**config.mk**
```make
export PLATFORM = sky130hd
export DESIGN_NAME = axi_rd_strided_mstr_flat
export DESIGN_NICKNAME = d
export VERILOG_FILES = /design/src/rtl/axi_rd_pkg.sv /design/src/rtl/axi_rd_strided_mstr_if.sv /design/src/rtl/axi_rd_fifo.sv /design/src/rtl/axi_rd_strided_mstr.sv /design/src/flat_wrapper.sv
export SDC_FILE = /design/constraint.sdc
export NUM_CORES = 1
export LEC_CHECK = 0
export CAP_MARGIN = 10
export CELL_PAD_IN_SITES_DETAIL_PLACEMENT = 0
export CELL_PAD_IN_SITES_GLOBAL_PLACEMENT = 2
export CORE_MARGIN = 4
export CORE_UTILIZATION = 39
export DETAILED_ROUTE_END_ITERATION = 10
export GPL_ROUTABILITY_DRIVEN = 0
export GPL_TIMING_DRIVEN = 1
export PLACE_DENSITY_LB_ADDON = 0.1
export SLEW_MARGIN = 20
export SYNTH_ARGS = -nofsm -noshare
export SYNTH_HDL_FRONTEND = slang
export SYNTH_SLANG_ARGS = --single-unit
```
**constraint.sdc**
```tcl
create_clock -name clk -period 4 [get_ports clk]
set_input_delay 0.8 -clock clk [delete_from_list [all_inputs] [get_ports clk]]
set_output_delay 0.8 -clock clk [all_outputs]
set_load 0.01 [all_outputs]
```
**src/rtl/axi_rd_pkg.sv**
```systemverilog
// ============================================================================
// axi_rd_pkg : shared AXI encodings, FSM state type and stride decode
// Rev 1.0
// ============================================================================
`default_nettype none

package axi_rd_pkg;

  localparam logic [1:0] RESP_OKAY   = 2'b00;
  localparam logic [1:0] RESP_EXOKAY = 2'b01;
  localparam logic [1:0] RESP_SLVERR = 2'b10;
  localparam logic [1:0] RESP_DECERR = 2'b11;

  localparam logic [1:0] BURST_FIXED = 2'b00;
  localparam logic [1:0] BURST_INCR  = 2'b01;
  localparam logic [1:0] BURST_WRAP  = 2'b10;

  typedef enum logic [1:0] {
    ST_IDLE  = 2'd0,
    ST_ISSUE = 2'd1,
    ST_DRAIN = 2'd2
  } state_e;

  // Selects 0..4 give 16..256 byte strides; 5..7 re-read the same address.
  function automatic logic [8:0] stride_decode(input logic [2:0] sel);
    logic [8:0] s;
    s = 9'd0;
    if (sel <= 3'd4) s = 9'd16 << sel;
    return s;
  endfunction

endpackage

`default_nettype wire

```
**src/rtl/axi_rd_strided_mstr_if.sv**
```systemverilog
// ============================================================================
// axi_rd_strided_mstr_if : AXI4 AR + R channel bundle with master/slave views
// Rev 1.0
// ============================================================================
`default_nettype none

interface axi_rd_strided_mstr_if #(
  parameter int ID_W   = 4,
  parameter int ADDR_W = 10,
  parameter int DATA_W = 64
);
  logic [ID_W-1:0]   arid;
  logic [ADDR_W-1:0] araddr;
  logic [7:0]        arlen;
  logic [2:0]        arsize;
  logic [1:0]        arburst;
  logic              arvalid;
  logic              arready;

  logic [ID_W-1:0]   rid;
  logic [DATA_W-1:0] rdata;
  logic [1:0]        rresp;
  logic              rlast;
  logic              rvalid;
  logic              rready;

  modport master (
    output arid, araddr, arlen, arsize, arburst, arvalid,
    input  arready,
    input  rid, rdata, rresp, rlast, rvalid,
    output rready
  );

  modport slave (
    input  arid, araddr, arlen, arsize, arburst, arvalid,
    output arready,
    output rid, rdata, rresp, rlast, rvalid,
    input  rready
  );
endinterface

`default_nettype wire

```
**src/rtl/axi_rd_fifo.sv**
```systemverilog
// ============================================================================
// axi_rd_fifo : synchronous FIFO, simultaneous push/pop allowed even when full
// Rev 1.0
// ============================================================================
`default_nettype none

module axi_rd_fifo #(
  parameter int WIDTH = 8,
  parameter int DEPTH = 4
) (
  input  logic             clk,
  input  logic             rst,
  input  logic             push_i,
  input  logic [WIDTH-1:0] push_data_i,
  input  logic             pop_i,
  output logic [WIDTH-1:0] pop_data_o,
  output logic             full_o,
  output logic             empty_o
);

  localparam int PTR_W = (DEPTH > 1) ? $clog2(DEPTH) : 1;
  localparam int CNT_W = $clog2(DEPTH + 1);

  logic [WIDTH-1:0] mem_q [DEPTH];
  logic [PTR_W-1:0] wr_ptr_q, rd_ptr_q;
  logic [CNT_W-1:0] cnt_q;
  logic             do_push, do_pop;

  function automatic logic [PTR_W-1:0] ptr_inc(input logic [PTR_W-1:0] p);
    return (p == PTR_W'(DEPTH - 1)) ? '0 : p + 1'b1;
  endfunction

  assign empty_o    = (cnt_q == '0);
  assign full_o     = (cnt_q == CNT_W'(DEPTH));
  assign do_pop     = pop_i & ~empty_o;
  assign do_push    = push_i & (~full_o | do_pop);
  assign pop_data_o = mem_q[rd_ptr_q];

  always_ff @(posedge clk) begin
    if (rst) begin
      wr_ptr_q <= '0;
      rd_ptr_q <= '0;
      cnt_q    <= '0;
    end else begin
      if (do_push) wr_ptr_q <= ptr_inc(wr_ptr_q);
      if (do_pop)  rd_ptr_q <= ptr_inc(rd_ptr_q);
      if (do_push && !do_pop)      cnt_q <= cnt_q + 1'b1;
      else if (do_pop && !do_push) cnt_q <= cnt_q - 1'b1;
    end
  end

  always_ff @(posedge clk) begin
    if (do_push) mem_q[wr_ptr_q] <= push_data_i;
  end

endmodule

`default_nettype wire

```
**src/rtl/axi_rd_strided_mstr.sv**
```systemverilog
// ============================================================================
// axi_rd_strided_mstr : strided AXI4 read master; AXI_RD_ERR_CNT_EN adds err_cnt_o
// Rev 1.0
// ============================================================================
`default_nettype none

module axi_rd_strided_mstr
  import axi_rd_pkg::*;
#(
  parameter int ID_W      = 4,
  parameter int ADDR_W    = 10,
  parameter int DATA_W    = 64,
  parameter int OUTSTD    = 4,
  parameter int BUF_DEPTH = 4,
  parameter int SEG_W     = 4
) (
  input  logic              clk,
  input  logic              rst,
  input  logic              req_vld_i,
  output logic              req_rdy_o,
  input  logic [ADDR_W-1:0] req_addr_i,
  input  logic [7:0]        req_len_i,
  input  logic [2:0]        req_size_i,
  input  logic [1:0]        req_burst_i,
  input  logic [2:0]        req_str_i,
  input  logic [SEG_W-1:0]  req_seg_i,
  axi_rd_strided_mstr_if.master axi,
  output logic              rd_vld_o,
  output logic [DATA_W-1:0] rd_data_o,
  output logic [1:0]        rd_resp_o,
  output logic              rd_last_o,
  output logic [ID_W-1:0]   rd_id_o,
  input  logic              rd_rdy_i,
  output logic              done_o,
  output logic              done_err_o
`ifdef AXI_RD_ERR_CNT_EN
  ,
  output logic [15:0]       err_cnt_o
`endif
);

  localparam int FIFO_W = ID_W + DATA_W + 3;

  state_e            state_q;
  logic              req_rdy_q, arvalid_q, done_q, done_err_q, err_q;
  logic [ID_W-1:0]   arid_q;
  logic [ADDR_W-1:0] araddr_q, cur_addr_q, stride_q;
  logic [7:0]        arlen_q;
  logic [2:0]        arsize_q;
  logic [1:0]        arburst_q;
  logic [SEG_W-1:0]  seg_num_q, seg_cnt_q;
  logic [OUTSTD-1:0] busy_q;

  logic              ar_hs, r_hs, r_hit, r_bad, free_any;
  logic              fifo_full, fifo_empty;
  logic [OUTSTD-1:0] busy_d;
  logic [ID_W-1:0]   free_id;
  logic [SEG_W-1:0]  seg_cnt_d;
  logic [ADDR_W-1:0] addr_d;
  logic [FIFO_W-1:0] fifo_out;

  assign ar_hs      = arvalid_q & axi.arready;
  assign axi.rready = ~fifo_full & ~rst;
  assign r_hs       = axi.rvalid & axi.rready;
  assign r_bad      = r_hs & ((axi.rresp != RESP_OKAY) | ~r_hit);
  assign seg_cnt_d  = seg_cnt_q + 1'b1;
  assign addr_d     = cur_addr_q + stride_q;

  // Slot occupancy after this cycle's RLAST release and AR allocation; allocation wins.
  always_comb begin
    r_hit    = 1'b0;
    busy_d   = busy_q;
    free_any = 1'b0;
    free_id  = '0;
    for (int i = 0; i < OUTSTD; i++) begin
      if (axi.rid == ID_W'(i) && busy_q[i]) r_hit = 1'b1;
      if (r_hs && axi.rlast && axi.rid == ID_W'(i)) busy_d[i] = 1'b0;
      if (ar_hs && arid_q == ID_W'(i)) busy_d[i] = 1'b1;
    end
    for (int i = OUTSTD - 1; i >= 0; i--) begin
      if (!busy_d[i]) begin
        free_any = 1'b1;
        free_id  = ID_W'(i);
      end
    end
  end

  always_ff @(posedge clk) begin
    if (rst) begin
      state_q    <= ST_IDLE;
      req_rdy_q  <= 1'b0;
      arvalid_q  <= 1'b0;
      arid_q     <= '0;
      araddr_q   <= '0;
      arlen_q    <= '0;
      arsize_q   <= '0;
      arburst_q  <= '0;
      cur_addr_q <= '0;
      stride_q   <= '0;
      seg_num_q  <= '0;
      seg_cnt_q  <= '0;
      busy_q     <= '0;
      err_q      <= 1'b0;
      done_q     <= 1'b0;
      done_err_q <= 1'b0;
    end else begin
      done_q     <= 1'b0;
      done_err_q <= 1'b0;
      busy_q     <= busy_d;
      if (r_bad) err_q <= 1'b1;
      case (state_q)
        ST_IDLE: begin
          req_rdy_q <= 1'b1;
          if (req_vld_i && req_rdy_q) begin
            req_rdy_q  <= 1'b0;
            arlen_q    <= req_len_i;
            arsize_q   <= req_size_i;
            arburst_q  <= req_burst_i;
            stride_q   <= ADDR_W'(stride_decode(req_str_i));
            seg_num_q  <= (req_seg_i == '0) ? SEG_W'(1) : req_seg_i;
            seg_cnt_q  <= '0;
            cur_addr_q <= req_addr_i;
            araddr_q   <= req_addr_i;
            arid_q     <= free_id;
            arvalid_q  <= free_any;
            err_q      <= 1'b0;
            state_q    <= ST_ISSUE;
          end
        end
        ST_ISSUE: begin
          if (ar_hs) begin
            seg_cnt_q  <= seg_cnt_d;
            cur_addr_q <= addr_d;
            araddr_q   <= addr_d;
            if (seg_cnt_d == seg_num_q) begin
              arvalid_q <= 1'b0;
              state_q   <= ST_DRAIN;
            end else begin
              arvalid_q <= free_any;
              arid_q    <= free_id;
            end
          end else if (!arvalid_q) begin
            // ARID is only chosen while ARVALID is low, so a stalled AR never re-picks.
            arvalid_q <= free_any;
            arid_q    <= free_id;
          end
        end
        ST_DRAIN: begin
          if (busy_d == '0) begin
            done_q     <= 1'b1;
            done_err_q <= err_q | r_bad;
            req_rdy_q  <= 1'b1;
            state_q    <= ST_IDLE;
          end
        end
        default: state_q <= ST_IDLE;
      endcase
    end
  end

`ifdef AXI_RD_ERR_CNT_EN
  logic [15:0] err_cnt_q;
  always_ff @(posedge clk) begin
    if (rst) err_cnt_q <= '0;
    else if (r_bad && err_cnt_q != 16'hFFFF) err_cnt_q <= err_cnt_q + 16'd1;
  end
  assign err_cnt_o = err_cnt_q;
`endif

  axi_rd_fifo #(
    .WIDTH (FIFO_W),
    .DEPTH (BUF_DEPTH)
  ) u_fifo (
    .clk         (clk),
    .rst         (rst),
    .push_i      (r_hs),
    .push_data_i ({axi.rid, axi.rdata, axi.rresp, axi.rlast}),
    .pop_i       (rd_vld_o & rd_rdy_i),
    .pop_data_o  (fifo_out),
    .full_o      (fifo_full),
    .empty_o     (fifo_empty)
  );

  assign rd_vld_o    = ~fifo_empty;
  assign {rd_id_o, rd_data_o, rd_resp_o, rd_last_o} = fifo_out;

  assign req_rdy_o   = req_rdy_q;
  assign axi.arvalid = arvalid_q;
  assign axi.arid    = arid_q;
  assign axi.araddr  = araddr_q;
  assign axi.arlen   = arlen_q;
  assign axi.arsize  = arsize_q;
  assign axi.arburst = arburst_q;
  assign done_o      = done_q;
  assign done_err_o  = done_err_q;

endmodule

`default_nettype wire

```
**src/flat_wrapper.sv**
```systemverilog
// flat-port wrapper written by rule: the top's interface ports become plain ports
module axi_rd_strided_mstr_flat import axi_rd_pkg::*;
#(
  parameter int ID_W      = 4,
  parameter int ADDR_W    = 10,
  parameter int DATA_W    = 64,
  parameter int OUTSTD    = 4,
  parameter int BUF_DEPTH = 4,
  parameter int SEG_W     = 4
)
  (clk, rst, req_vld_i, req_rdy_o, req_addr_i, req_len_i, req_size_i, req_burst_i, req_str_i, req_seg_i, rd_vld_o, rd_data_o, rd_resp_o, rd_last_o, rd_id_o, rd_rdy_i, done_o, done_err_o, axi_arid, axi_araddr, axi_arlen, axi_arsize, axi_arburst, axi_arvalid, axi_arready, axi_rid, axi_rdata, axi_rresp, axi_rlast, axi_rvalid, axi_rready);
  axi_rd_strided_mstr_if #(.ID_W(ID_W), .ADDR_W(ADDR_W), .DATA_W(DATA_W)) axi_i ();
  input  logic clk;
  input  logic rst;
  input  logic req_vld_i;
  output logic req_rdy_o;
  input  logic [ADDR_W-1:0] req_addr_i;
  input  logic [7:0] req_len_i;
  input  logic [2:0] req_size_i;
  input  logic [1:0] req_burst_i;
  input  logic [2:0] req_str_i;
  input  logic [SEG_W-1:0] req_seg_i;
  output logic rd_vld_o;
  output logic [DATA_W-1:0] rd_data_o;
  output logic [1:0] rd_resp_o;
  output logic rd_last_o;
  output logic [ID_W-1:0] rd_id_o;
  input  logic rd_rdy_i;
  output logic done_o;
  output logic done_err_o;
  output wire logic [$bits(axi_i.arid)-1:0] axi_arid;
  output wire logic [$bits(axi_i.araddr)-1:0] axi_araddr;
  output wire logic [$bits(axi_i.arlen)-1:0] axi_arlen;
  output wire logic [$bits(axi_i.arsize)-1:0] axi_arsize;
  output wire logic [$bits(axi_i.arburst)-1:0] axi_arburst;
  output wire logic [$bits(axi_i.arvalid)-1:0] axi_arvalid;
  input wire logic [$bits(axi_i.arready)-1:0] axi_arready;
  input wire logic [$bits(axi_i.rid)-1:0] axi_rid;
  input wire logic [$bits(axi_i.rdata)-1:0] axi_rdata;
  input wire logic [$bits(axi_i.rresp)-1:0] axi_rresp;
  input wire logic [$bits(axi_i.rlast)-1:0] axi_rlast;
  input wire logic [$bits(axi_i.rvalid)-1:0] axi_rvalid;
  output wire logic [$bits(axi_i.rready)-1:0] axi_rready;
  assign axi_arid = axi_i.arid;
  assign axi_araddr = axi_i.araddr;
  assign axi_arlen = axi_i.arlen;
  assign axi_arsize = axi_i.arsize;
  assign axi_arburst = axi_i.arburst;
  assign axi_arvalid = axi_i.arvalid;
  assign axi_i.arready = axi_arready;
  assign axi_i.rid = axi_rid;
  assign axi_i.rdata = axi_rdata;
  assign axi_i.rresp = axi_rresp;
  assign axi_i.rlast = axi_rlast;
  assign axi_i.rvalid = axi_rvalid;
  assign axi_rready = axi_i.rready;
  axi_rd_strided_mstr #(.ID_W(ID_W), .ADDR_W(ADDR_W), .DATA_W(DATA_W), .OUTSTD(OUTSTD), .BUF_DEPTH(BUF_DEPTH), .SEG_W(SEG_W)) u_core (.clk(clk), .rst(rst), .req_vld_i(req_vld_i), .req_rdy_o(req_rdy_o), .req_addr_i(req_addr_i), .req_len_i(req_len_i), .req_size_i(req_size_i), .req_burst_i(req_burst_i), .req_str_i(req_str_i), .req_seg_i(req_seg_i), .axi(axi_i), .rd_vld_o(rd_vld_o), .rd_data_o(rd_data_o), .rd_resp_o(rd_resp_o), .rd_last_o(rd_last_o), .rd_id_o(rd_id_o), .rd_rdy_i(rd_rdy_i), .done_o(done_o), .done_err_o(done_err_o));
endmodule
```
==> results.toml <==
[run_status]
outcome = "finished, final reports clean"

[timing]
finalMaxSlewViolations = 0
finalHoldViolCount = 0
rsz0062_at_grt = "false"
fin_ws_ns = 0.563
finalCriticalPeriod_ns = 3.44
setup_viol = 0
clock-skew-final_ns = 0.0133
tns_ns = 0
relSlewSlack = 0.429
finalCritPeriodShare = 0.859
worst_pin_slew_ns = 0.855
fmaxAchievable_mhz = 291

[global_routing]
grt_pass1_wl_um = 44400
grt_max_degree = 55
antenna_found_initial = 2
overflow = 0
first_global_vias = 7811
grt_usage = 0.157

[critical_path]
cp.required_ns = 3.20
startpoint_type = "flop"
cp_top_family = "buffers and inverters"
criticalPathCategory = "flop to output port"
r2r-start = "u_core.u_fifo.cnt_q[0]$_SDFFE_PP0P_"
cp.arrival_ns = 2.64
worstPathCellList = "buf_12 > mux4_2 > clkdlybuf4s50_1"
crit_path_max_fanout = 26
worst-path-buf-inv = 2
critPathSlowestCell = "dfxtp_4"
slowest_delay_ns = 0.72
endpoint_kind = "output port"

[cts]
cts_tree = "done"
clock-sinks = 342
ctsResizeCount = 0
root_buffer = "clkbuf_16"
h-tree-depth = 2
clk_latency_ns = 0.51
cts.clk_slew.worst_paths_ns = 0.06
postCtsSetupRepairBufs = 0
cts_buffers = 37
ctsHoldBuffers = 0
cts_buffer_depth = 3

[finish]
nets = 1067
finish.utilization = 0.514
antennaDiodeCount = 0
final_area_sq_mm = 0.0169
multi_input_area_sq_mm = 0.00317
area_growth_pct = 29.4
drive_gt1_frac = 0.149
seqCellArea_sq_mm = 0.00970
nFillCells = 2691

[routing]
dr_total_vias = 7222
avgRoutedWirePerCell_um = 20.3
drt-pass1-iter-count = 5
ant_nets = 0
drt_iter0_drc = 407
drc = 0
finalWirelength_um = 28700
viasPerCell = 5.10

[synth]
syn_area_per_cell_sq_um = 18.2
yosysTopAreaCell = "edfxtp_1"
ys_seq_area_frac = 0.743
ys_warn_count = 0
synth.distinct_cells = 59
syn_area_sq_mm = 0.0130
synth_top_area_frac = 0.654
ys.flop_type = "edfxtp_1"
syn-instance-count = 715
synth_area_leaders = "edfxtp_1 65%, mux4_2 12%, dfxtp_1 8.9%, nand2_1 1.7%, a21oi_1 1.6%"
async_flop_share = 0
synth_edf_count = 284
synth_seq_cells = 342

[pwr]
power.leakage_nw = 5.42
powerDensity_mw_per_mm2 = 556
p_total_w = 0.00937
ir_worst_vdd_v = 0.000263

[job]
drv_cap = 0

[placed_design]
dpl.hpwl_um = 18600
dpl_cell_area_sq_mm = 0.0158
io_buffers = 208
post-place-ws_ns = 0.839

[die]
die-width_um = 191
row_count = 66
die_h_um = 191
core_sq_mm = 0.0328
start_util = 0.398
die_area_sq_mm = 0.0364
pin_count = 211

[hold_path]
worstHoldStart = "u_core.err_q$_SDFF_PP0_"
min_path_type = "flop to flop"
-- per-stage QoR --
stage	hold WS (ns)	instances
6_report	0.454	1415
5_1_grt	0.482	1415
4_1_cts	0.459	1415
3_5_place_dp	0.443	1349
3_3_place_gp	0.442	1349
2_1_floorplan	0.424	716
-- metal layers --
| metal | up-vias | wire (um) | GRT usage | share of wire |
|---|---|---|---|---|
| met1 | 3664 | 11600 | 0.188 | 0.40 |
| met5 | - | 26 | 0 | 0.00090 |
| met4 | 4 | 590 | 0.0420 | 0.021 |
| met2 | 196 | 14500 | 0.277 | 0.51 |
| li1 | 3304 | - | - | - |
| met3 | 54 | 2000 | 0.0463 | 0.070 |
-- registers in the layout, indices dropped and copies added (netlist names), 2 cells and up, named ones only --
register,cells
u_core.u_fifo.cnt_q,3
u_core.busy_q,4
u_core.cur_addr_q,10
u_core.state_q,2
u_core.axi.arburst,2
u_core.seg_cnt_q,4
u_core.stride_q,5
u_core.axi.arsize,3
u_core.axi.arlen,8
u_core.u_fifo.mem_q,284
u_core.seg_num_q,4
u_core.u_fifo.wr_ptr_q,2
u_core.u_fifo.rd_ptr_q,2
u_core.axi.arid,2
-- synth_stat cells (all sizes together), types with 5 or more instances --
cell type  count
o31ai          5
nor3           8
o21ai         13
nor2b          5
nor2          31
clkbuf        22
ha            12
and2           6
mux4          72
a21oi         42
nand3          7
nand2         58
buf           12
edfxtp       284
a211oi         6
dfxtp         58
xnor2          6
inv           12
-- cell usage in the layout (no fill, tap or decap), types with 8 or more instances in the layout --
| cell | count |
|---|---|
| edfxtp_1 | 284 |
| clkdlybuf4s50_1 | 207 |
| mux4_2 | 72 |
| nand2_1 | 58 |
| dfxtp_1 | 56 |
| a21oi_1 | 42 |
| clkbuf_16 | 38 |
| nor2_1 | 30 |
| clkbuf_1 | 15 |
| inv_1 | 12 |
| ha_1 | 12 |
| o21ai_0 | 10 |
| buf_4 | 10 |
| nor3_1 | 8 |
| clkinv_1 | 8 |
-- kinds of logic (layout without fill, tap and decap cells) --
kind of cell	count (synthesis)	in the layout	synth area share
AO/OA/AOI/OAI	83	83	0.0387
XOR/XNOR	10	10	0.00672
adder cells (fa/ha/maj)	14	14	0.0146
buffers and inverters	46	303	0.0145
flip-flops	342	342	0.743
multiplexers	75	75	0.127
other	1	2	0.000288
AND/OR/NAND/NOR	144	144	0.0549
-- cell type report --
cell class	count	area share
timing repair buffer	225	0.136
inverter	12	0.00267
tap	442	0.0328
multi-input combinational	328	0.188
clock inverter	13	0.00586
sequential	342	0.575
clock buffer	53	0.0597
-- worst register-to-register path, stage by stage, from the launching register on --
cell	delay [ns]
dfxtp_1	0.35
nor3b_1	0.73
nor3b_1	0.10
buf_4	0.22
ha_1	0.24
inv_1	0.09
fa_1	0.18
xor2_1	0.07
or3_1	0.32
a21oi_1	0.15
-- path summary, 6_finish.rpt --
kind	to	depth (start not counted)	slack, ns
max	rd_data_o[62]	3	0.56
min reg2reg	u_core.done_err_o$_SDFF_PP0_	2	0.45
max reg2reg	u_core.u_fifo.cnt_q[2]$_SDFFE_PP0P_	9	1.49
min	u_core.done_err_o$_SDFF_PP0_	2	0.45
-- report_power, final --
part | total [W] | switching (W) | leakage (nW) | internal, W
Combinational | 0.00197 | 0.000833 | 1.85 | 0.00114
Clock | 0.00311 | 0.00129 | 0.520 | 0.00182
Sequential | 0.00429 | 0.000169 | 3.05 | 0.00412
Note: power is estimated with default switching activity, not from simulation.
